<file path="config.mk">
export PLATFORM = sky130hd
export DESIGN_NAME = scan_chain_ctrl_flat
export DESIGN_NICKNAME = d
export VERILOG_FILES = /design/src/rtl/scan_chain_ctrl_if.sv /design/src/rtl/scan_chain_ctrl.sv /design/src/flat_wrapper.sv
export SDC_FILE = /design/constraint.sdc
export NUM_CORES = 1
export LEC_CHECK = 0
export ABC_AREA = 1
export ABC_CLOCK_PERIOD_IN_PS = 1500
export CAP_MARGIN = 25
export CORE_ASPECT_RATIO = 0.5
export CORE_UTILIZATION = 40
export DETAILED_ROUTE_END_ITERATION = 12
export PLACE_DENSITY = 0.71
export SKIP_LAST_GASP = 1
export SLEW_MARGIN = 20
export SYNTH_ARGS = -nofsm -noshare
export SYNTH_HDL_FRONTEND = slang
export SYNTH_SLANG_ARGS = --single-unit
</file>
<file path="constraint.sdc">
create_clock -name C -period 1.5 [get_ports C]
set_input_delay 0.225 -clock C [delete_from_list [all_inputs] [get_ports C]]
set_output_delay 0.225 -clock C [all_outputs]
set_load 0.005 [all_outputs]
</file>
<file path="src/rtl/scan_chain_ctrl_if.sv">
// Handshake and scan-port bundle between a test harness and scan_chain_ctrl.
// The controller takes the slave side; the harness and chain take the master side.
interface scan_chain_ctrl_if #(
    parameter int CHAIN_LEN = 8
);
    logic                 start;
    logic [CHAIN_LEN-1:0] pattern_in;
    logic                 So;
    logic                 NbarT;
    logic                 CE;
    logic                 Si;
    logic                 busy;
    logic                 done;
    logic [CHAIN_LEN-1:0] response_out;

    modport master (
        output start, pattern_in, So,
        input  NbarT, CE, Si, busy, done, response_out
    );

    modport slave (
        input  start, pattern_in, So,
        output NbarT, CE, Si, busy, done, response_out
    );
endinterface

</file>
<file path="src/rtl/scan_chain_ctrl.sv">
// Load -> capture -> unload sequencer for a single scan chain of dff cells.
// Every output is a flop computed from the next state, so none can glitch.
module scan_chain_ctrl #(
    parameter int   CHAIN_LEN = 8,
    parameter logic FILL_BIT  = 1'b0,
    localparam int  CNT_W     = $clog2(CHAIN_LEN + 1)
) (
    input  logic             C,
    input  logic             global_reset,
    scan_chain_ctrl_if.slave bus
);
    localparam logic [2:0] IDLE      = 3'd0;
    localparam logic [2:0] SHIFT_IN  = 3'd1;
    localparam logic [2:0] CAPTURE   = 3'd2;
    localparam logic [2:0] SHIFT_OUT = 3'd3;
    localparam logic [2:0] DONE      = 3'd4;

    localparam logic [CNT_W-1:0] LAST = CNT_W'(CHAIN_LEN - 1);

    logic [2:0]           state_q, state_d;
    logic [CNT_W-1:0]     cnt_q, cnt_d;
    logic [CHAIN_LEN-1:0] pat_q, pat_d;
    logic [CHAIN_LEN-1:0] shadow_q, shadow_d;
    logic [CHAIN_LEN-1:0] resp_q, resp_d;
    logic                 nbart_q, nbart_d;
    logic                 ce_q, ce_d;
    logic                 si_q, si_d;
    logic                 busy_q, busy_d;
    logic                 done_q, done_d;

    always_comb begin
        state_d  = state_q;
        cnt_d    = cnt_q;
        pat_d    = pat_q;
        shadow_d = shadow_q;
        resp_d   = resp_q;
        unique case (state_q)
            IDLE: begin
                if (bus.start) begin
                    state_d = SHIFT_IN;
                    cnt_d   = '0;
                    pat_d   = bus.pattern_in;
                end
            end
            SHIFT_IN: begin
                // MSB-first: the bit on Si is always pat_q[CHAIN_LEN-1]
                pat_d = pat_q << 1;
                if (cnt_q == LAST) begin
                    state_d = CAPTURE;
                    cnt_d   = '0;
                end else begin
                    cnt_d = cnt_q + CNT_W'(1);
                end
            end
            CAPTURE: begin
                state_d = SHIFT_OUT;
                cnt_d   = '0;
            end
            SHIFT_OUT: begin
                // first bit out is cell CHAIN_LEN-1, so it ends up at the MSB
                shadow_d = {shadow_q[CHAIN_LEN-2:0], bus.So};
                if (cnt_q == LAST) begin
                    state_d = DONE;
                    cnt_d   = '0;
                    resp_d  = shadow_d;
                end else begin
                    cnt_d = cnt_q + CNT_W'(1);
                end
            end
            DONE: begin
                state_d = IDLE;
            end
            default: begin
                state_d = IDLE;
                cnt_d   = '0;
            end
        endcase
    end

    always_comb begin
        nbart_d = 1'b0;
        ce_d    = 1'b0;
        si_d    = 1'b0;
        busy_d  = 1'b0;
        done_d  = 1'b0;
        unique case (state_d)
            SHIFT_IN: begin
                nbart_d = 1'b1;
                ce_d    = 1'b1;
                si_d    = pat_d[CHAIN_LEN-1];
                busy_d  = 1'b1;
            end
            CAPTURE: begin
                ce_d   = 1'b1;
                si_d   = FILL_BIT;
                busy_d = 1'b1;
            end
            SHIFT_OUT: begin
                nbart_d = 1'b1;
                ce_d    = 1'b1;
                si_d    = FILL_BIT;
                busy_d  = 1'b1;
            end
            DONE: begin
                si_d   = FILL_BIT;
                done_d = 1'b1;
            end
            default: begin
                si_d = 1'b0;
            end
        endcase
    end

    always_ff @(posedge C) begin
        if (global_reset) begin
            state_q  <= IDLE;
            cnt_q    <= '0;
            pat_q    <= '0;
            shadow_q <= '0;
            resp_q   <= '0;
            nbart_q  <= 1'b0;
            ce_q     <= 1'b0;
            si_q     <= 1'b0;
            busy_q   <= 1'b0;
            done_q   <= 1'b0;
        end else begin
            state_q  <= state_d;
            cnt_q    <= cnt_d;
            pat_q    <= pat_d;
            shadow_q <= shadow_d;
            resp_q   <= resp_d;
            nbart_q  <= nbart_d;
            ce_q     <= ce_d;
            si_q     <= si_d;
            busy_q   <= busy_d;
            done_q   <= done_d;
        end
    end

    assign bus.NbarT        = nbart_q;
    assign bus.CE           = ce_q;
    assign bus.Si           = si_q;
    assign bus.busy         = busy_q;
    assign bus.done         = done_q;
    assign bus.response_out = resp_q;
endmodule

</file>
<file path="src/flat_wrapper.sv">
// flat-port wrapper written by rule: the top's interface ports become plain ports
module scan_chain_ctrl_flat 
#(
    parameter int   CHAIN_LEN = 8,
    parameter logic FILL_BIT  = 1'b0,
    localparam int  CNT_W     = $clog2(CHAIN_LEN + 1)
)
  (C, global_reset, bus_start, bus_pattern_in, bus_So, bus_NbarT, bus_CE, bus_Si, bus_busy, bus_done, bus_response_out);
  scan_chain_ctrl_if #(.CHAIN_LEN(CHAIN_LEN)) bus_i ();
  input  logic C;
  input  logic global_reset;
  input wire logic [$bits(bus_i.start)-1:0] bus_start;
  input wire logic [$bits(bus_i.pattern_in)-1:0] bus_pattern_in;
  input wire logic [$bits(bus_i.So)-1:0] bus_So;
  output wire logic [$bits(bus_i.NbarT)-1:0] bus_NbarT;
  output wire logic [$bits(bus_i.CE)-1:0] bus_CE;
  output wire logic [$bits(bus_i.Si)-1:0] bus_Si;
  output wire logic [$bits(bus_i.busy)-1:0] bus_busy;
  output wire logic [$bits(bus_i.done)-1:0] bus_done;
  output wire logic [$bits(bus_i.response_out)-1:0] bus_response_out;
  assign bus_i.start = bus_start;
  assign bus_i.pattern_in = bus_pattern_in;
  assign bus_i.So = bus_So;
  assign bus_NbarT = bus_i.NbarT;
  assign bus_CE = bus_i.CE;
  assign bus_Si = bus_i.Si;
  assign bus_busy = bus_i.busy;
  assign bus_done = bus_i.done;
  assign bus_response_out = bus_i.response_out;
  scan_chain_ctrl #(.CHAIN_LEN(CHAIN_LEN), .FILL_BIT(FILL_BIT)) u_core (.C(C), .global_reset(global_reset), .bus(bus_i));
endmodule
</file>
==> results.cfg <==
[detailed_routing]
wirelength_um = 2800
viasPerCell = 4.70
dr.pass1.iters = 5
wl_per_cell_um = 10.4
first_iter_violations = 28
via_count = 1265
postRouteAntennaNets = 0
drc_errors = 0

[setup_path]
crit_path_max_fanout = 9
endpoint_kind = flop
cp_common_cell = nand2_1
arrival_ns = 1.60
slowest_stage = dfxtp_1
crit_type = reg2reg
required_ns = 1.73
slowest_delay_ns = 0.35
cp_cell_sequence = ha_1 > nand2_1 > nor2_1 > nand2_1 > nor2_4 > nand2_1 > nand2_1
startpoint_type = flop

[power]
ir_drop_mv = 0.470
finalPower_mw = 1.83
pwr-share-seq = 0.519
power.leakage_nw = 0.830
p_sw_frac = 0.234
power_switching_uw = 429
clockPowerShare = 0.372
comb_power_share = 0.109
p_int_mw = 1.40
p_per_area_nw_per_um2 = 1020

[floorplan]
start_util = 0.440
fp.dieH_um = 43.6
core_area_um2 = 3150
num_io_pins = 25
die_x_um = 85.3
die-area_um2 = 3720
rows = 14

[global_routing]
overflow = 0
grt_pass1_wl_um = 4650
grt_pass1_vias = 1107
grt_max_degree = 18
antenna_found_initial = 0
grt_util_all_layers = 0.164

[clock_tree]
cts_buffers = 5
cts_setup_buffers = 0
clock_latency_ns = 0.28
cts_sinks = 34
htree_num_levels = 2
root_buffer = clkbuf_8
cts_tree = yes
ctsResizeCount = 0
clockBufferDepth = 2
clk_pin_slew_ns = 0.07
cts_hold_buffers = 0

[synthesis]
synth_edf_count = 0
syn_area_per_cell_um2 = 7.11
synthArstFlopShare = 0
synth_ff_type = dfxtp_1
yosys.area.top_type = dfxtp_1
ys_seq_elements = 34
syn_inst = 195
synth_cell_type_count = 16
synth.area.top_cells = dfxtp_1, nand2_1, a21oi_1
synth_warnings = 0
synth_most_common_cell = nand2_1
synth_seq_area_share = 0.491
synth_common_cells = nand2_1, dfxtp_1, nor2_1, a21oi_1, inv_1
syn_nets = 208
synth_top_area_frac = 0.491
synth_area_um2 = 1390

[timing]
setup_viol = 0
fin_crit_sh = 0.913
tns_ns = 0
fmax_ghz = 0.730
hold_viol = 0
period_needed_ns = 1.37
drv_slew = 0
skew_ns = 0.00667
slew_headroom = 0.663
max_slew.worst_pin.slew_ns = 0.505

[cells_and_area]
final_nets = 241
instances_no_fill = 269
syn_to_final_growth_pct = 29.8
drive_gt1_frac = 0.0917
diodes = 0

[placed_design]
place_congestion = 0.772
port_buffers = 24
dp.cells = 261
hpwlAfterDp_um = 2010

[flow_run]
max-cap-violations = 0

[outcome]
status = complete, no violations

[min_path]
min_path_type = reg2reg
-- flip-flops by register name, indices dropped and copies added (netlist names) --
signal / flops
u_core.bus.response_out: 8
u_core.pat_q: 8
u_core.shadow_q: 7
u_core.cnt_q: 4
u_core.state_q: 3
u_core.bus.CE: 1
u_core.bus.NbarT: 1
u_core.bus.Si: 1
u_core.bus.done: 1
-- critical path, delay by kind of cell, from the launching register on --
family | cells | cell delay (ns)
and+or+nand+nor | 6 | 0.77
DFF | 1 | 0.35
adders and majority gates | 1 | 0.20
-- area by class of cell --
class / count / area, um2
clock inverter: 1 / 5.00
fill: 314 / 1350
clock buffer: 7 / 86.3
multi-input combinational: 138 / 613
tap: 40 / 50.0
inverter: 17 / 63.8
sequential: 34 / 681
timing repair buffer: 32 / 300
-- worst paths after layout --
path                                            startpoint                          to  slack (ns)  cells after the start
worst max-delay path                       u_core.cnt_q[0]  u_core.bus.response_out[6]        0.13                      7
worst min-delay path            u_core.bus.response_out[7]  u_core.bus.response_out[7]        0.44                      2
worst max register to register             u_core.cnt_q[0]  u_core.bus.response_out[6]        0.13                      7
worst min register to register  u_core.bus.response_out[7]  u_core.bus.response_out[7]        0.44                      2
-- metal layers --
metal	track usage	vias to the layer above	part of all wire
met5	0	-	0
met4	0.0767	0	0.0096
met3	0.0533	4	0.035
met2	0.265	16	0.46
met1	0.205	565	0.49
li1	-	680	-
-- power by group through the flow --
stage	clock network, mW	logic, mW	registers [mW]
after floorplan	0	0.117	0.967
after global placement	0	0.195	0.969
after CTS	0.694	0.200	0.949
final	0.681	0.199	0.949
after detailed placement	0	0.199	0.969
after global routing	0.731	0.228	0.951
-- logic make-up (layout without fill, tap and decap cells) --
logic type,count (synthesis),count (layout),synth area share
DFF,34,34,0.491
buffers and inverters,23,57,0.0695
and+or+nand+nor,107,107,0.320
adders and majority gates,1,1,0.00902
AOI/OAI and AO/OA,30,30,0.110
-- metrics by stage --
| stage | worst slack [ns] | utilization | hold slack [ns] | cell area, um2 |
|---|---|---|---|---|
| detailed placement | 0.0318 | 0.540 | 0.432 | 1700 |
| finish | 0.130 | 0.571 | 0.445 | 1800 |
| floorplan | 0.307 | - | 0.335 | 1390 |
| global route | -0.00545 | 0.571 | 0.462 | 1800 |
| CTS | 0.0370 | 0.569 | 0.449 | 1800 |
| global placement | 0.0661 | 0.540 | 0.432 | 1700 |
-- layout by cell type (no fill, tap or decap) --
cell              n
or2_2             1
buf_4             8
ha_1              1
o21ai_0           8
dfxtp_1          34
clkbuf_1          1
nor3_1            1
clkbuf_8          6
nor2_4            2
a21oi_1          20
clkinv_2          1
clkdlybuf4s50_1  24
inv_1            17
nand3_1          15
o211ai_1          1
nand2_1          63
nor2_2            2
a21oi_2           1
nor2_1           23
(Power assumes the default switching activity.)
